## src/rtl/keypad_pkg.sv

```systemverilog
// keypad_pkg: shared definitions for the 4x4 matrix keypad scanner.
//   - scan_state_t : one scan state per driven column (COL0..COL3)
//   - KEY_NONE     : internal 5-bit candidate sentinel {valid, code}
//   - key_map()    : row/column position to hex key code
package keypad_pkg;

    typedef enum logic [1:0] {
        COL0 = 2'd0,
        COL1 = 2'd1,
        COL2 = 2'd2,
        COL3 = 2'd3
    } scan_state_t;

    // Candidate format is {valid, code}; valid=0 means no single key closed.
    localparam logic [4:0] KEY_NONE = 5'b0_0000;

    // Index is row*4 + col, matching the Pmod KYPD legend:
    //   r0: 1 2 3 A   r1: 4 5 6 B   r2: 7 8 9 C   r3: 0 F E D
    function automatic logic [3:0] key_map(input logic [3:0] idx);
        logic [3:0] code;
        code = 4'h0;
        case (idx)
            4'd0:    code = 4'h1;
            4'd1:    code = 4'h2;
            4'd2:    code = 4'h3;
            4'd3:    code = 4'hA;
            4'd4:    code = 4'h4;
            4'd5:    code = 4'h5;
            4'd6:    code = 4'h6;
            4'd7:    code = 4'hB;
            4'd8:    code = 4'h7;
            4'd9:    code = 4'h8;
            4'd10:   code = 4'h9;
            4'd11:   code = 4'hC;
            4'd12:   code = 4'h0;
            4'd13:   code = 4'hF;
            4'd14:   code = 4'hE;
            default: code = 4'hD;
        endcase
        return code;
    endfunction

endpackage

```

## src/rtl/keypad_scanner_if.sv

```systemverilog
// keypad_scanner_if: keypad pins plus the decoded key outputs.
//   row       : keypad rows, pulled up, low = closed in driven column
//   col       : column drive, exactly one bit low
//   key_code  : hex code of the accepted key
//   key_valid : one-clock strobe on a newly accepted key (or repeat)
//   key_held  : high while the accepted state is a key
// master = scanner side, slave = keypad/consumer side.
interface keypad_scanner_if;
    logic [3:0] row;
    logic [3:0] col;
    logic [3:0] key_code;
    logic       key_valid;
    logic       key_held;

    modport master (input row, output col, output key_code, output key_valid, output key_held);
    modport slave  (output row, input col, input key_code, input key_valid, input key_held);
endinterface

```

## src/rtl/keypad_tick_gen.sv

```systemverilog
// keypad_tick_gen: free-running divider producing a one-cycle tick enable
// every TICK_DIV clocks (counter 0..TICK_DIV-1, tick on the last count).
//   clock   : system clock
//   reset_n : synchronous active-low reset, clears the counter
//   o_tick  : one-cycle enable (not a derived clock)
module keypad_tick_gen #(
    parameter int TICK_DIV = 100000
) (
    input  logic clock,
    input  logic reset_n,
    output logic o_tick
);
    localparam int CW = (TICK_DIV > 1) ? $clog2(TICK_DIV) : 1;

    logic [CW-1:0] r_cnt;
    logic          w_last;

    assign w_last = (r_cnt == CW'(TICK_DIV - 1));
    assign o_tick = w_last;

    always_ff @(posedge clock) begin
        if (!reset_n) begin
            r_cnt <= '0;
        end else if (w_last) begin
            r_cnt <= '0;
        end else begin
            r_cnt <= r_cnt + CW'(1);
        end
    end
endmodule

```

## src/rtl/keypad_scanner.sv

```systemverilog
// keypad_scanner: scans a 4x4 matrix keypad one column per tick, debounces
// whole-frame results, rejects multi-key (ghost) frames and presents the
// accepted key as a hex code with a one-clock strobe and a held level.
//   clock   : system clock
//   reset_n : synchronous active-low reset
//   io_kp   : keypad_scanner_if.master (row in; col, key_code, key_valid,
//             key_held out)
// Optional auto-repeat is compiled in when KEYPAD_REPEAT_EN is defined.
module keypad_scanner
    import keypad_pkg::*;
#(
    parameter int TICK_DIV            = 100000,
    parameter int DEBOUNCE_FRAMES     = 5,
    parameter int REPEAT_DELAY_FRAMES = 125,
    parameter int REPEAT_RATE_FRAMES  = 25
) (
    input  logic                clock,
    input  logic                reset_n,
    keypad_scanner_if.master    io_kp
);
    localparam int SW = $clog2(DEBOUNCE_FRAMES + 1);

    genvar gi;

    if (TICK_DIV < 4 || DEBOUNCE_FRAMES < 1 || REPEAT_DELAY_FRAMES < 1 || REPEAT_RATE_FRAMES < 1) begin : g_bad_params
        $error("keypad_scanner: illegal parameter value");
    end

    logic        w_tick;
    logic [3:0]  r_row_meta, r_row_sync;
    scan_state_t r_state, w_state_next;
    logic [1:0]  w_col_idx;
    logic [15:0] r_frame, w_frame_now;
    logic [3:0]  w_idx;
    logic [4:0]  w_cand, r_prev_cand;
    logic [SW-1:0] r_stable, w_stable_next;
    logic        w_eval, w_same, w_accept, w_new_key, w_release, w_repeat;
    logic [3:0]  r_code;
    logic        r_held, r_valid;

    keypad_tick_gen #(.TICK_DIV(TICK_DIV)) u_tick (
        .clock  (clock),
        .reset_n(reset_n),
        .o_tick (w_tick)
    );

    // Scan state register and next-state logic: advance one column per tick.
    always_ff @(posedge clock) begin
        if (!reset_n) r_state <= COL0;
        else          r_state <= w_state_next;
    end

    always_comb begin
        w_state_next = r_state;
        if (w_tick) begin
            case (r_state)
                COL0:    w_state_next = COL1;
                COL1:    w_state_next = COL2;
                COL2:    w_state_next = COL3;
                default: w_state_next = COL0;
            endcase
        end
    end

    assign w_col_idx = r_state;

    for (gi = 0; gi < 4; gi++) begin : g_col
        assign io_kp.col[gi] = (w_col_idx != 2'(gi));
    end

    // Frame bits (row*4 + col, 1 = closed) with the currently driven column
    // replaced by the live synchronized rows, so the COL3 tick can evaluate
    // the complete frame in the same cycle it samples the last column.
    for (gi = 0; gi < 16; gi++) begin : g_frame
        assign w_frame_now[gi] = (w_col_idx == 2'(gi % 4)) ? ~r_row_sync[gi / 4] : r_frame[gi];
    end

    always_comb begin
        w_idx = 4'd0;
        for (int i = 0; i < 16; i++) begin
            if (w_frame_now[i]) w_idx = 4'(i);
        end
    end

    // Exactly one closure is a key; zero or several (ghosting) is NONE.
    assign w_cand = ($countones(w_frame_now) == 1) ? {1'b1, key_map(w_idx)} : KEY_NONE;
    assign w_eval = w_tick && (r_state == COL3);
    assign w_same = (w_cand == r_prev_cand);

    always_comb begin
        w_stable_next = SW'(1);
        if (w_same) begin
            w_stable_next = (r_stable == SW'(DEBOUNCE_FRAMES)) ? r_stable : r_stable + SW'(1);
        end
    end

    // Accept only when the count first reaches the threshold; a saturated
    // count that stays saturated on an identical frame is not a new event.
    assign w_accept  = w_eval && (w_stable_next == SW'(DEBOUNCE_FRAMES)) &&
                       !(w_same && (r_stable == SW'(DEBOUNCE_FRAMES)));
    assign w_new_key = w_accept && w_cand[4] && (!r_held || (r_code != w_cand[3:0]));
    assign w_release = w_accept && !w_cand[4];

`ifdef KEYPAD_REPEAT_EN
    localparam int REP_MAX = (REPEAT_DELAY_FRAMES > REPEAT_RATE_FRAMES) ? REPEAT_DELAY_FRAMES : REPEAT_RATE_FRAMES;
    localparam int RW      = $clog2(REP_MAX + 1);

    logic [RW-1:0] r_rep_cnt, w_rep_target;
    logic          r_rep_rate;

    // First repeat waits the delay, later ones use the rate.
    assign w_rep_target = r_rep_rate ? RW'(REPEAT_RATE_FRAMES) : RW'(REPEAT_DELAY_FRAMES);
    assign w_repeat     = w_eval && r_held && !w_new_key && !w_release &&
                          ((r_rep_cnt + RW'(1)) == w_rep_target);

    always_ff @(posedge clock) begin
        if (!reset_n || w_new_key || w_release) begin
            r_rep_cnt  <= '0;
            r_rep_rate <= 1'b0;
        end else if (w_eval && r_held) begin
            if (w_repeat) begin
                r_rep_cnt  <= '0;
                r_rep_rate <= 1'b1;
            end else begin
                r_rep_cnt  <= r_rep_cnt + RW'(1);
            end
        end
    end
`else
    assign w_repeat = 1'b0;
`endif

    always_ff @(posedge clock) begin
        if (!reset_n) begin
            r_row_meta  <= '0;
            r_row_sync  <= '0;
            r_frame     <= '0;
            r_prev_cand <= KEY_NONE;
            r_stable    <= '0;
            r_code      <= '0;
            r_held      <= 1'b0;
            r_valid     <= 1'b0;
        end else begin
            r_row_meta <= io_kp.row;
            r_row_sync <= r_row_meta;
            r_valid    <= w_new_key || w_repeat;
            if (w_tick) r_frame <= w_frame_now;
            if (w_eval) begin
                r_prev_cand <= w_cand;
                r_stable    <= w_stable_next;
            end
            if (w_new_key) begin
                r_code <= w_cand[3:0];
                r_held <= 1'b1;
            end else if (w_release) begin
                r_held <= 1'b0;
            end
        end
    end

    assign io_kp.key_code  = r_code;
    assign io_kp.key_valid = r_valid;
    assign io_kp.key_held  = r_held;
endmodule

```

## src/flat_wrapper.sv

```systemverilog
// flat-port wrapper written by rule: the top's interface ports become plain ports
module keypad_scanner_flat import keypad_pkg::*;
#(
    parameter int TICK_DIV            = 100000,
    parameter int DEBOUNCE_FRAMES     = 5,
    parameter int REPEAT_DELAY_FRAMES = 125,
    parameter int REPEAT_RATE_FRAMES  = 25
)
  (clock, reset_n, io_kp_row, io_kp_col, io_kp_key_code, io_kp_key_valid, io_kp_key_held);
  keypad_scanner_if io_kp_i ();
  input  logic clock;
  input  logic reset_n;
  input wire logic [$bits(io_kp_i.row)-1:0] io_kp_row;
  output wire logic [$bits(io_kp_i.col)-1:0] io_kp_col;
  output wire logic [$bits(io_kp_i.key_code)-1:0] io_kp_key_code;
  output wire logic [$bits(io_kp_i.key_valid)-1:0] io_kp_key_valid;
  output wire logic [$bits(io_kp_i.key_held)-1:0] io_kp_key_held;
  assign io_kp_i.row = io_kp_row;
  assign io_kp_col = io_kp_i.col;
  assign io_kp_key_code = io_kp_i.key_code;
  assign io_kp_key_valid = io_kp_i.key_valid;
  assign io_kp_key_held = io_kp_i.key_held;
  keypad_scanner #(.TICK_DIV(TICK_DIV), .DEBOUNCE_FRAMES(DEBOUNCE_FRAMES), .REPEAT_DELAY_FRAMES(REPEAT_DELAY_FRAMES), .REPEAT_RATE_FRAMES(REPEAT_RATE_FRAMES)) u_core (.clock(clock), .reset_n(reset_n), .io_kp(io_kp_i));
endmodule
```

## config.mk

```make
export PLATFORM = sky130hd
export DESIGN_NAME = keypad_scanner_flat
export DESIGN_NICKNAME = d
export VERILOG_FILES = /design/src/rtl/keypad_pkg.sv /design/src/rtl/keypad_scanner_if.sv /design/src/rtl/keypad_tick_gen.sv /design/src/rtl/keypad_scanner.sv /design/src/flat_wrapper.sv
export SDC_FILE = /design/constraint.sdc
export NUM_CORES = 1
export LEC_CHECK = 0
export BUFFER_PORTS_ARGS = -buffer_cell sky130_fd_sc_hd__buf_2
export CAP_MARGIN = 15
export CORE_MARGIN = 1.5
export CORE_UTILIZATION = 35
export DETAILED_ROUTE_END_ITERATION = 10
export PLACE_DENSITY_LB_ADDON = 0.2
export REMOVE_ABC_BUFFERS = 1
export SLEW_MARGIN = 20
export SYNTH_ARGS = -nofsm -noshare
export SYNTH_HDL_FRONTEND = slang
export SYNTH_SLANG_ARGS = --single-unit
```

## constraint.sdc

```tcl
create_clock -name clock -period 6.5 [get_ports clock]
set_input_delay 0.325 -clock clock [delete_from_list [all_inputs] [get_ports clock]]
set_output_delay 0.325 -clock clock [all_outputs]
set_load 0.01 [all_outputs]
```

### Yosys cells after proc, flatten, opt, wreduce, memory -nomap -nowiden

Memory sizes are Yosys's and may differ from the RTL's.
Index checks and enable logic that the tools add are counted.
W data, S select, Z words.

* bits in registers: 57
* ROM bits: 64
* bits of input ports: 6
* output and inout bits: 10
* logic and storage cells: 97
* memories: 1

* $add $sub $neg: 17
* equal/unequal tests: 12
* mux-type cells: 37
* bitwise logic cells: 5
* reductions and logical operators: 15

Memory list
* (no name shown): words 16, bits a word 4, rd ports 1, clocked after memory_dff 0, wr ports 0, RTL line keypad_pkg.sv:22 `case (idx)`

Operator list (number)
* $add A32 B32 Y32: 7
* $eq A32 B2 Y1 const B: 1
* $mux W4: 8
* $mux W1: 19
* $mux W3: 6
* $add A17 B1 Y17 const B: 1
* $eq A17 B17 Y1 const B: 1
* $add A1 B1 Y2: 8
* $logic_and A1 B1 Y1: 7
* $eq A3 B3 Y1 const B: 2
* $pmux W2 S3: 1
* $eq A5 B5 Y1: 1
* $mux W5: 1
* $not A1 Y1: 5
* $eq A2 B2 Y1 const B: 2
* $mux W2: 2
* $ne A2 B2 Y1 const B: 2
* $ne A4 B4 Y1: 1
* $reduce_bool A2 Y1: 2
* $add A3 B1 Y3 const B: 1
* $logic_not A1 Y1: 3
* $eq A2 B1 Y1 const B: 1
* $logic_not A2 Y1: 1
* $ne A2 B1 Y1 const B: 1
* 2 further kinds: 2

### Depth between registers and ports, before layout

Gate-level depths: netlist (run 1).
An unclocked memory read counts as a cell.

* depth after elaboration: 27
* depth in mapped cells: 25
* depth with buffers taken out: 24

### By module

A second synthesis (run 1) with hierarchy kept.

* cell total of the unflattened synthesis: 418
* area total of the unflattened synthesis: 3726.1 um2

By module, submodules not included
* keypad_scanner: instances 1, cells each 331, area each 2937.8 um2, sequential area each 800.8 um2
* keypad_tick_gen: instances 1, cells each 87, area each 788.3 um2, sequential area each 340.3 um2

### Worst setup path after synthesis (run 1)

No wires, ideal clock.

* path type: register to register
* start: register u_core.r_state[0]
* end: register u_core.r_stable[1]
* library setup time: 0.075 ns
* data arrival time: 5.995 ns
* data required time: 6.425 ns
* path slack: 0.429 ns
* cell stages (with the launch flop): 23
* buffers on the path: 1
* clock period less this slack: 6.071 ns
* cells stage by stage: dfxtp_1 > inv_1 > ha_1 > buf_6 > nand2b_1 > o21ai_1 > ha_1 > inv_1 > fa_1 > fa_1 > fa_1 > inv_1 > fa_1 > ha_1 > fa_1 > nor4b_1 > o21a_1 > o21a_1 > xor2_1 > a211oi_2 > nand3_2 > or4_1 > a31oi_1

* elaborated cells on any way between the ends: 56
* those cells by class: add/sub (15); eq/ne (5); mux (33); reduce/logical (2); memory (1)

RTL lines
* start: declaration: RTL line keypad_scanner.sv:31 `scan_state_t r_state, w_state_next;`
* start signal: assignment: RTL line keypad_scanner.sv:50 `else r_state <= w_state_next;`
* $eq A2 B2 Y1 (*): RTL line keypad_scanner.sv:75 `assign w_frame_now[gi] = (w_col_idx == 2'(gi % 4)) ? ~r_row_sync[gi / 4] : r_frame[gi];`
* $mux W1 (*): RTL line keypad_scanner.sv:75
* named net u_core.w_frame_now[14]: RTL line keypad_scanner.sv:33 `logic [15:0] r_frame, w_frame_now;`
* $add A1 B1 Y2 (implied by the code): RTL line keypad_scanner.sv:86 `assign w_cand = ($countones(w_frame_now) == 1) ? {1'b1, key_map(w_idx)} : KEY_NONE;`
* $add A32 B32 Y32 (implied by the code) (3 in a row): RTL line keypad_scanner.sv:86
* $eq A32 B2 Y1: RTL line keypad_scanner.sv:86
* $mux W5 (*): RTL line keypad_scanner.sv:86
* $eq A5 B5 Y1 (*): RTL line keypad_scanner.sv:88 `assign w_same = (w_cand == r_prev_cand);`
* $mux W3 (*): RTL line keypad_scanner.sv:92 `if (w_same) begin`
* end signal: assignment: RTL line keypad_scanner.sv:150 `r_stable <= w_stable_next;`
* end: declaration: RTL line keypad_scanner.sv:36 `logic [SW-1:0] r_stable, w_stable_next;`

The timed path passes the listed nets; every way through them passes the cells marked *.
A chain may end at the register's enable or synchronous reset.

### Final worst setup path (run 1)

* start: register u_core.r_state[0]
* end: register u_core.r_stable[1]

* elaborated cells on any way between the ends: 56
* those cells by class: add/sub (15); eq/ne (5); mux (33); reduce/logical (2); memory (1)

RTL lines (RTL line)
* $logic_not A2 Y1 (*): keypad_scanner.sv:75
* $mux W1 (*): keypad_scanner.sv:75
* named net u_core.w_frame_now[8]: keypad_scanner.sv:33
* parallel branches: the longest is 9 deep, another holds $add A32 B32 Y32
* $mux W5 (*): keypad_scanner.sv:86
* $eq A5 B5 Y1 (*): keypad_scanner.sv:88
* $mux W3 (*): keypad_scanner.sv:92

Mark *: on every way through the listed nets, which the timed path passes.

==> summary.txt, run 1 <==
Power
  • Switching Fraction: 26.8%
  • Flop pwr share: 51.0%
  • Int Pwr: 513 uW
  • Pwr dens: 164 nW/um2
  • Logic pwr share: 8.4%
  • Peak VDD IR: 0.108 mV
  • Clock share of power: 40.6%
  • P_sw: 188 uW
  • LEAKAGE: 0.00168 uW

Floorplanning
  • Starting Density: 36.5%
  • Die area: 11500 um2
  • Std-Cell Core Area: 10400 um2
  • Die height: 107 um
  • Die width: 107 um
  • Num ports: 16
  • Row count: 37

Setup path
  • Worst path bufs/invs: 5
  • Top delay family on crit path: adder cells
  • Reg2Reg Setup Slack: 0.39 ns
  • Critical-path cell list: inv_1 -> ha_4 -> nand2b_1 -> o21a_1 -> inv_1 -> ha_1 -> inv_1 -> fa_1 -> fa_1 -> fa_1 -> inv_1 -> fa_1 -> ha_1 -> fa_1 -> nor4b_4 -> o21a_1 -> buf_4 -> nand3b_1 -> nor3b_1 -> a211o_1 -> nand3_2 -> or4_1 -> a31oi_1
  • Worst R2R Path Depth: 23
  • CP peak stage delay: 0.55 ns
  • Most used cell, CP: fa_1
  • Crit Path Max Fanout: 11
  • Critical path's slowest cell: fa_1
  • WP data required: 6.74 ns
  • Crit Path Class: flop to flop
  • CP endpoint kind: flop
  • Critical path arrival: 6.36 ns
  • Reg-to-reg endpoint: u_core.r_stable[1]
  • Worst setup SP type: flop
  • Reg2Reg Launch Point: u_core.r_state[0]

Clocking
  • Clk buf depth: 2
  • # hold bufs at CTS: 0
  • Clk Tree Root Cell: clkbuf_8
  • Htree depth: 3
  • Clk sink count: 57
  • Worst-Skew Late Latency: 0.34 ns
  • Clk slew on worst S/H paths: 0.07 ns
  • CTS tree: yes
  • Num CTS Buffers: 9

Yosys
  • Main combinational cell family by area after synthesis: simple AND/OR/NAND/NOR gates
  • XOR/XNOR Fraction of Synth Area: 4.37%
  • Largest cells by area after synthesis: dfxtp_1 (30%), ha_1 (8.5%), nand2_1 (7.0%)
  • Seq/Total Area, Yosys: 30.0%
  • Synth Cell Area: 3810 um2
  • EDFF count, synth: 0
  • Yosys reg bits: 57
  • Post-synth cell types: 65
  • Area leader, netlist: dfxtp_1
  • Most used DFF post-synth: dfxtp_1
  • Mean Syn Cell Area: 8.17 um2
  • Async SR Flop Fraction: 0%
  • Post-Synth Adder-Cell Area: 14.3%
  • Complex-gate fraction of the synthesized area: 15.8%
  • Total number of yosys warnings: 0
  • Yosys top cell area share: 30.0%
  • Cells after Synth: 466
  • Mux cell area share after synthesis: 3.09%
  • Simple-gate share of the synthesized area: 25.8%

Timing
  • Crit path time final: 6.11 ns
  • FMAX: 164 MHz
  • Worst-Margin Slew: 0.807 ns
  • Max-slew violations: 0
  • Unrepaired setup endpoints after global routing: false
  • Setup TNS Final: 0 ns
  • Fin. Hold Viols: 0
  • Setup ws final: 0.389 ns
  • Tcrit/Tclk final: 94.0%
  • Worst hold slack: 0.188 ns
  • Final setup viols: 0
  • Worst clock skew: 0.00982 ns
  • Max transition margin: 45.9%

GRT
  • Total global-route track usage: 16.4%
  • Vias in the first global route: 3209
  • Initial antenna violation count: 0
  • Largest net degree at the start of global routing: 28
  • Global-route wire length before repair: 14.9 mm
  • GR Overflow Total: 0

Cells and area
  • Area Growth Syn to Fin: 12.4%
  • Util after Layout: 41.1%
  • Layout fillers: 1059
  • # diodes: 0
  • Nets@finish: 528
  • Share of cells above drive strength 1: 13.9%

Run status
  • Status: finished clean

Run
  • Max Cap Viol: 0

Detailed routing
  • Routed vias: 3237
  • 1st-pass router iterations: 4
  • Drt drc: 0
  • Wirelength per Cell: 13.9 um
  • Post-DR vias/cell: 5.17
  • Initial DRC count: 225
  • Total Wirelength: 8.68 mm
  • Final antenna-violating net count: 0

Hold path
  • Hold Crit Class: input port to flop
  • Hold path depth: 2
  • Hold worst-path end: u_core.r_row_meta[2]
  • Worst Min Path Start: io_kp_row[2]

Place
  • Hpwl dp: 6.58 mm
  • Place WS: -0.00310 ns
  • Global placement routability congestion: 0.892
  • IO Port Bufs: 15
==> registers in the layout, summed over array words and instances, names as in the netlist <==
| signal | cells |
|---|---|
| u_core.u_tick.r_cnt | 17 |
| u_core.r_frame | 16 |
| u_core.r_prev_cand | 5 |
| u_core.io_kp.key_code | 4 |
| u_core.r_row_meta | 4 |
| u_core.r_row_sync | 4 |
| u_core.r_stable | 3 |
| u_core.r_state | 2 |
| u_core.io_kp.key_held | 1 |
| u_core.io_kp.key_valid | 1 |
==> placed cells by master (no fill, tap or decap), types with 3 or more instances in the layout <==
master / Yosys / layout
o211a_1: 3 / 3
fa_1: 11 / 11
xor2_1: 12 / 12
mux2i_1: 8 / 8
or3_1: 3 / 3
nor4_1: 6 / 5
o21ai_0: 10 / 6
clkinv_2: 0 / 4
nand2b_1: 13 / 13
nand2_1: 71 / 71
dfxtp_1: 57 / 55
o21ai_1: 4 / 5
a21oi_1: 34 / 34
and2_1: 11 / 11
and3_1: 8 / 8
o31ai_1: 3 / 3
ha_4: 0 / 3
xnor2_1: 7 / 7
clkbuf_8: 0 / 9
buf_4: 1 / 9
inv_1: 44 / 44
o21a_1: 6 / 5
nor2_1: 30 / 30
nand3_1: 15 / 15
buf_2: 1 / 15
o211ai_1: 3 / 3
ha_1: 26 / 22
nor3_1: 7 / 7
nand4_1: 3 / 3
o21ai_2: 0 / 3
o2111ai_1: 3 / 3
or4_1: 3 / 3
a31oi_1: 7 / 7
==> synth_stat cells, types with 3 or more instances <==
cell / n
ha_1: 26
nor3_1: 7
nand4_1: 3
nand2b_1: 13
o21ai_1: 4
nor4_1: 6
nand2_1: 71
o2111ai_1: 3
nor2_1: 30
dfxtp_1: 57
o21ai_0: 10
or4_1: 3
a21oi_1: 34
a31oi_1: 7
xnor2_1: 7
inv_1: 44
clkbuf_1: 11
and3_1: 8
o211ai_1: 3
mux2i_1: 8
and2_1: 11
fa_1: 11
or3_1: 3
o31ai_1: 3
nand3_1: 15
o211a_1: 3
o21a_1: 6
xor2_1: 12
==> power by group through the flow <==
stage | clock [uW] | combinational, uW | sequential [uW]
floorplan | 0 | 37.8 | 364
global placement | 0 | 53.6 | 365
detailed placement | 0 | 55.2 | 365
CTS | 295 | 55.4 | 357
global route | 308 | 66.7 | 358
finish | 285 | 58.9 | 357
==> per-stage QoR <==
| step | std cells | total power (uW) | cell area (um2) |
|---|---|---|---|
| floorplan | 450 | 401 | 3730 |
| finish | 626 | 701 | 4280 |
| CTS | 625 | 707 | 4200 |
| global placement | 609 | 419 | 4040 |
| global route | 626 | 733 | 4280 |
| detailed placement | 609 | 420 | 4040 |
==> per-layer routing <==
metal	GRT usage, %	up-vias	wire (um)
met1	21.2	1523	4220
met4	4.95	0	179
met5	0	-	0
met2	27.3	65	3960
li1	-	1628	-
met3	3.57	21	326
==> cells by family after synthesis <==
logic type,count (synthesis)
AOI/OAI and AO/OA,88
xor gates and xnor gates,19
adders and majority gates,37
buffers and inverters,62
DFF,57
muxes,11
and+or+nand+nor,192
==> worst max-delay path by stage <==
stage,from,to,slack (ns),cells past startpoint
finish,u_core.r_state[0],u_core.r_stable[1],0.39,23
global route,u_core.r_state[0],u_core.r_stable[1],0.003,23
detailed placement,u_core.r_state[0],u_core.r_stable[1],-0.003,22
CTS,u_core.r_state[0],u_core.r_stable[1],0.0002,22
floorplan,u_core.r_state[0],u_core.r_stable[1],0.31,21
global placement,u_core.r_state[0],u_core.r_stable[1],0.13,22
==> final cells by class <==
type                            count  area (um2)  share of cell area, %
Tap cell                          136         170                   3.98
Inverter                           46         173                   4.04
Multi-Input combinational cell    347        2490                   58.1
Timing Repair Buffer               24         143                   3.33
Clock inverter                      6        35.0                  0.819
Clock buffer                       10         128                   2.98
Sequential cell                    57        1140                   26.7
==> what timing repair did <==
item | in CTS | in global routing
buffers inserted | 0 | 1
gates resized for setup | 0 | 19
endpoints found under the setup margin | 0 | 9
(Power assumes the default switching activity.)
==> run 2, diff against run 1 <==
Settings changed: CORE_ASPECT_RATIO from default to 0.5.
==> run 2 against run 1 <==
Against the previous run:
- via count is 1.5% lower
- count of clock-buffer cells in the layout is 1 higher
- design area is 3.2% higher
- largest power group is now clock
- utilization is 1.5 points higher
- critical path depth stayed put
- final cell count is 0.64% higher
- highest routed layer unchanged
- maximum frequency is 0.41% lower
==> summary.txt, run 2 (same netlist as run 1, synthesis figures left out) <==
Run status
  • Status: finished clean

Timing
  • Unrepaired setup endpoints after global routing: true
  • Worst-Margin Slew: 0.901 ns
  • FMAX: 163 MHz
  • Tcrit/Tclk final: 94.4%
  • Setup ws final: 0.364 ns
  • Final setup viols: 0
  • Setup TNS Final: 0 ns
  • Fin. Hold Viols: 0
  • Max transition margin: 39.6%
  • Max-slew violations: 0
  • Crit path time final: 6.14 ns
  • Worst clock skew: 0.00362 ns

Clocking
  • Clk Tree Root Cell: clkbuf_16
  • CTS tree: yes
  • Clk slew on worst S/H paths: 0.05 ns
  • Clk buf depth: 2
  • Htree depth: 3
  • Num CTS Buffers: 9
  • Clk sink count: 57
  • # hold bufs at CTS: 0
  • Worst-Skew Late Latency: 0.32 ns

Hold path
  • Worst Min Path Start: io_kp_row[0]
  • Hold worst-path end: u_core.r_row_meta[0]
  • Hold path depth: 2
  • Hold Crit Class: input port to flop

Setup path
  • Reg2Reg Launch Point: u_core.r_state[1]
  • Worst R2R Path Depth: 23
  • Worst setup startpoint: u_core.r_state[1]
  • Crit Path Max Fanout: 8
  • Worst setup SP type: flop
  • CP endpoint kind: flop
  • WP data required: 6.73 ns
  • Crit Path Class: flop to flop
  • Critical path arrival: 6.36 ns
  • Reg-to-reg endpoint: u_core.r_stable[1]
  • Reg2Reg Setup Slack: 0.36 ns

Place
  • Hpwl dp: 6.74 mm
  • Place WS: 0.0202 ns
  • Placed cell areas: 4050 um2
  • Global placement routability congestion: 0.815
  • IO Port Bufs: 15

Floorplanning
  • Std-Cell Core Area: 10400 um2
  • Starting Density: 36.7%
  • Die area: 11500 um2
  • Row count: 26
  • Die width: 150 um
  • Die height: 76.7 um
  • Num ports: 16

GRT
  • GR Overflow Total: 0
  • Initial antenna violation count: 0
  • Vias in the first global route: 3005
  • Total global-route track usage: 16.6%
  • Global-route wire length before repair: 15.1 mm
  • Largest net degree at the start of global routing: 28

Detailed routing
  • Post-DR vias/cell: 5.06
  • 1st-pass router iterations: 4
  • Final antenna-violating net count: 0
  • Drt drc: 0
  • Wirelength per Cell: 14.2 um
  • Initial DRC count: 135
  • Total Wirelength: 8.97 mm
  • Routed vias: 3187

Cells and area
  • Design area: 4410 um2
  • Biggest register: u_core.u_tick.r_cnt
  • Area Growth Syn to Fin: 15.9%
  • Max reg flops: 17
  • Commonest cells after routing, fill and taps aside: nand2_1 (71), dfxtp_1 (56), inv_1 (43)
  • Layout fillers: 1035
  • # diodes: 0
  • Nets@finish: 529
  • Share of cells above drive strength 1: 13.9%
  • Most common cell after layout, fill and taps aside: nand2_1
  • Biggest regs: u_core.u_tick.r_cnt: 17 flops, u_core.r_frame: 16 flops, u_core.r_prev_cand: 5 flops

Run
  • Max Cap Viol: 0

Power
  • Peak VDD IR: 0.113 mV
  • LEAKAGE: 0.00174 uW
  • Pwr dens: 201 nW/um2
-- run 2: final cells by class --
type | count | area, um2 | area share, %
multi-input cells | 347 | 2480 | 56.1
flip-flops and latches | 57 | 1140 | 25.9
clock buffers | 11 | 243 | 5.50
well taps | 140 | 175 | 3.97
inverters | 46 | 173 | 3.91
repair buffers | 25 | 150 | 3.40
clock inverters | 4 | 53.8 | 1.22
-- run 2: critical path, cell delays in order, from the launching register on --
cell and delay (ns):
dfxtp_2 0.37, inv_1 0.10, ha_2 0.23, nand2b_1 0.24, o21ai_2 0.14, inv_1 0.07
ha_1 0.28, inv_1 0.06, fa_1 0.54, inv_1 0.05, fa_1 0.46, fa_1 0.43
fa_1 0.47, ha_1 0.24, fa_1 0.48, nor4b_4 0.27, o21a_1 0.19, buf_4 0.14
nand3b_1 0.07, nor3b_1 0.18, a211o_1 0.19, nand3_2 0.15, or4_1 0.53, a31oi_1 0.16
-- run 2: worst max path at each step --
stage | endpoint | slack, ns | cells after the start
floorplan | u_core.r_stable[1] | 0.31 | 21
global placement | u_core.r_stable[1] | 0.07 | 21
detailed placement | u_core.r_stable[1] | 0.02 | 21
CTS | u_core.r_stable[1] | 0.04 | 21
global route | u_core.r_stable[1] | -0.03 | 22
finish | u_core.r_stable[1] | 0.36 | 23
-- run 2: report_power, final --
group          switching (uW)  leakage (uW)  total, uW  internal, uW
clock network             166      0.000138        471           305
registers                4.32      0.000462        358           354
logic                    34.2       0.00114       58.8          24.6
total                     204       0.00174        888           684
-- run 2: metrics by stage --
step / total power (uW) / instances / hold slack [ns] / util, %
after detailed placement: 420 / 614 / 0.426 / 39.0
after global placement: 419 / 614 / 0.414 / 39.0
after CTS: 894 / 629 / 0.195 / 41.9
final: 888 / 630 / 0.203 / 42.5
after floorplan: 401 / 450 / 0.412 / -
after global routing: 922 / 630 / 0.199 / 42.5
-- run 2: what timing repair did --
item / 4_1_cts / 5_1_grt
setup buffers: 0 / 1
pin swaps: 0 / 1
endpoints found under the setup margin: 4 / 9
gates resized for setup: 1 / 17
-- run 2: routing by layer --
metal / vias up / track usage [%] / share of wire (%)
met5: - / 0 / 0
met4: 0 / 4.12 / 1.4
met3: 13 / 4.52 / 3.3
met2: 46 / 24.7 / 44
met1: 1492 / 23.5 / 52
li1: 1636 / - / -
==> run 3, diff against run 2 <==
Settings changed: CORE_UTILIZATION 35 to 56.
==> run 3 against run 2 <==
Against the previous run:
- clock power grew 3%
- sequential power is essentially flat
- design area shrank 1.5%
- register-to-register slack lost 0.08 ns
- first-iteration DRC count grew 90%
- largest cell class unchanged
==> summary.txt, run 3 (same netlist as run 1, synthesis figures left out) <==
Run status
  • Status: finished clean

Timing
  • Worst-Margin Slew: 0.755 ns
  • Final setup viols: 0
  • Tcrit/Tclk final: 95.6%
  • Crit path time final: 6.21 ns
  • FMAX: 161 MHz
  • Max-slew violations: 0
  • Setup TNS Final: 0 ns
  • Max transition margin: 49.3%
  • Worst clock skew: 0.00582 ns
  • Fin. Hold Viols: 0

Clocking
  • Clk buf depth: 2
  • Htree depth: 3
  • Worst-Skew Late Latency: 0.33 ns
  • Num CTS Buffers: 9
  • CTS tree: yes
  • Clk sink count: 57
  • # hold bufs at CTS: 0
  • Clk Tree Root Cell: clkbuf_16
  • Clk slew on worst S/H paths: 0.05 ns

Floorplanning
  • Die area: 7330 um2
  • Starting Density: 60.4%
  • Die height: 61.3 um
  • Die width: 120 um
  • Std-Cell Core Area: 6310 um2
  • Row count: 20
  • Num ports: 16

Detailed routing
  • 1st-pass router iterations: 5
  • Initial DRC count: 256
  • Routed vias: 3213
  • Drt drc: 0
  • Final antenna-violating net count: 0
  • Wirelength per Cell: 15.0 um
  • Total Wirelength: 8.66 mm
  • Post-DR vias/cell: 5.58

Setup path
  • Crit Path Max Fanout: 11
  • CP endpoint kind: flop
  • Worst R2R Path Depth: 23
  • Critical path arrival: 6.44 ns
  • Reg-to-reg endpoint: u_core.r_stable[1]
  • Reg2Reg Launch Point: u_core.r_state[0]
  • CP peak stage delay: 0.57 ns
  • Worst setup SP type: flop
  • Critical path's slowest cell: fa_1
  • Worst path bufs/invs: 5
  • Reg2Reg Setup Slack: 0.29 ns
  • Most used cell, CP: fa_1
  • Crit Path Class: flop to flop
  • Top delay family on crit path: adder cells
  • Critical-path cell list: inv_2 -> ha_4 -> nand2b_1 -> o21a_1 -> inv_1 -> ha_1 -> inv_1 -> fa_1 -> fa_1 -> fa_1 -> inv_1 -> fa_1 -> ha_1 -> fa_1 -> nor4b_4 -> o21a_1 -> buf_4 -> nand3b_1 -> nor3b_1 -> a211o_1 -> nand3_2 -> or4_1 -> a31oi_1
  • WP data required: 6.73 ns

Power
  • Flop pwr share: 39.7%
  • Pwr dens: 208 nW/um2
  • Logic pwr share: 6.7%
  • Clock share of power: 53.6%
  • Final Power: 903 uW
  • Int Pwr: 709 uW
  • Peak VDD IR: 0.139 mV
  • P_sw: 194 uW
  • LEAKAGE: 0.00174 uW
  • Switching Fraction: 21.5%

Cells and area
  • Layout fillers: 519
  • Area Growth Syn to Fin: 14.2%
  • Biggest regs: u_core.u_tick.r_cnt: 17 flops, u_core.r_frame: 16 flops, u_core.r_prev_cand: 5 flops
  • # diodes: 0
  • Share of cells above drive strength 1: 13.1%
  • Biggest register: u_core.u_tick.r_cnt
  • Util after Layout: 68.9%
  • Most common cell after layout, fill and taps aside: nand2_1
  • Nets@finish: 528
  • Commonest cells after routing, fill and taps aside: nand2_1 (71), dfxtp_1 (56), inv_1 (43)
  • Max reg flops: 17

Place
  • Global placement routability congestion: 0.894
  • Hpwl dp: 6.36 mm
  • IO Port Bufs: 15

GRT
  • Total global-route track usage: 26.1%
  • Vias in the first global route: 3059
  • Global-route wire length before repair: 14.6 mm
  • GR Overflow Total: 0
  • Initial antenna violation count: 0
  • Largest net degree at the start of global routing: 28

Run
  • Max Cap Viol: 0

Hold path
  • Hold Crit Class: input port to flop
  • Hold worst-path end: u_core.r_row_meta[3]
  • Worst Min Path Start: io_kp_row[3]
  • Hold path depth: 2
==> run 3: per-stage QoR <==
stage | std cells | hold WS, ns | area (um2) | setup WS, ns
2_1_floorplan | 450 | 0.412 | 3730 | 0.311
3_3_place_gp | 561 | 0.413 | 3980 | 0.123
3_5_place_dp | 561 | 0.417 | 3980 | 0.00242
4_1_cts | 575 | 0.192 | 4280 | 0.0288
5_1_grt | 576 | 0.207 | 4350 | -0.0344
6_report | 576 | 0.195 | 4350 | 0.288
==> run 3: worst max-delay path by stage <==
| stage | endpoint | from | depth (start not counted) | slack [ns] |
|---|---|---|---|---|
| floorplan | u_core.r_stable[1] | u_core.r_state[0] | 21 | 0.31 |
| global placement | u_core.r_stable[1] | u_core.r_state[0] | 21 | 0.12 |
| detailed placement | u_core.r_stable[1] | u_core.r_state[0] | 22 | 0.002 |
| CTS | u_core.r_stable[1] | u_core.r_state[1] | 21 | 0.03 |
| global route | u_core.r_stable[1] | u_core.r_state[1] | 22 | -0.03 |
| finish | u_core.r_stable[1] | u_core.r_state[0] | 23 | 0.29 |
==> run 3: area by class of cell <==
cell class              instances  area (um2)  area share, %
clock buffers                  10         229           5.27
clock inverters                 4        70.1           1.61
inverters                      46         173           3.97
multi-input cells             347        2480           57.0
flip-flops and latches         57        1140           26.3
well taps                      88         110           2.53
repair buffers                 24         143           3.28
==> run 3: repair_timing <==
action	CTS	global route
gates cloned	0	0
setup buffers	0	1
endpoints found under the setup margin	2	8
gates resized for setup	4	12
pin swaps	0	3
==> run 3: power by group through the flow <==
stage          Combinational [uW]  Clock (uW)  Sequential [uW]
4_1_cts                      55.1         489              358
3_3_place_gp                 53.0           0              365
5_1_grt                      68.2         506              359
2_1_floorplan                37.8           0              364
6_report                     60.3         484              358
3_5_place_dp                 53.8           0              365
==> run 3: per-layer routing <==
metal  vias to the layer above  part of all wire (%)  GRT usage [%]
met5                         -                     0              0
met4                         0                   1.8           9.18
met3                        17                   4.7           7.78
met2                        84                    45           44.6
met1                      1489                    49           32.6
li1                       1623                     -              -
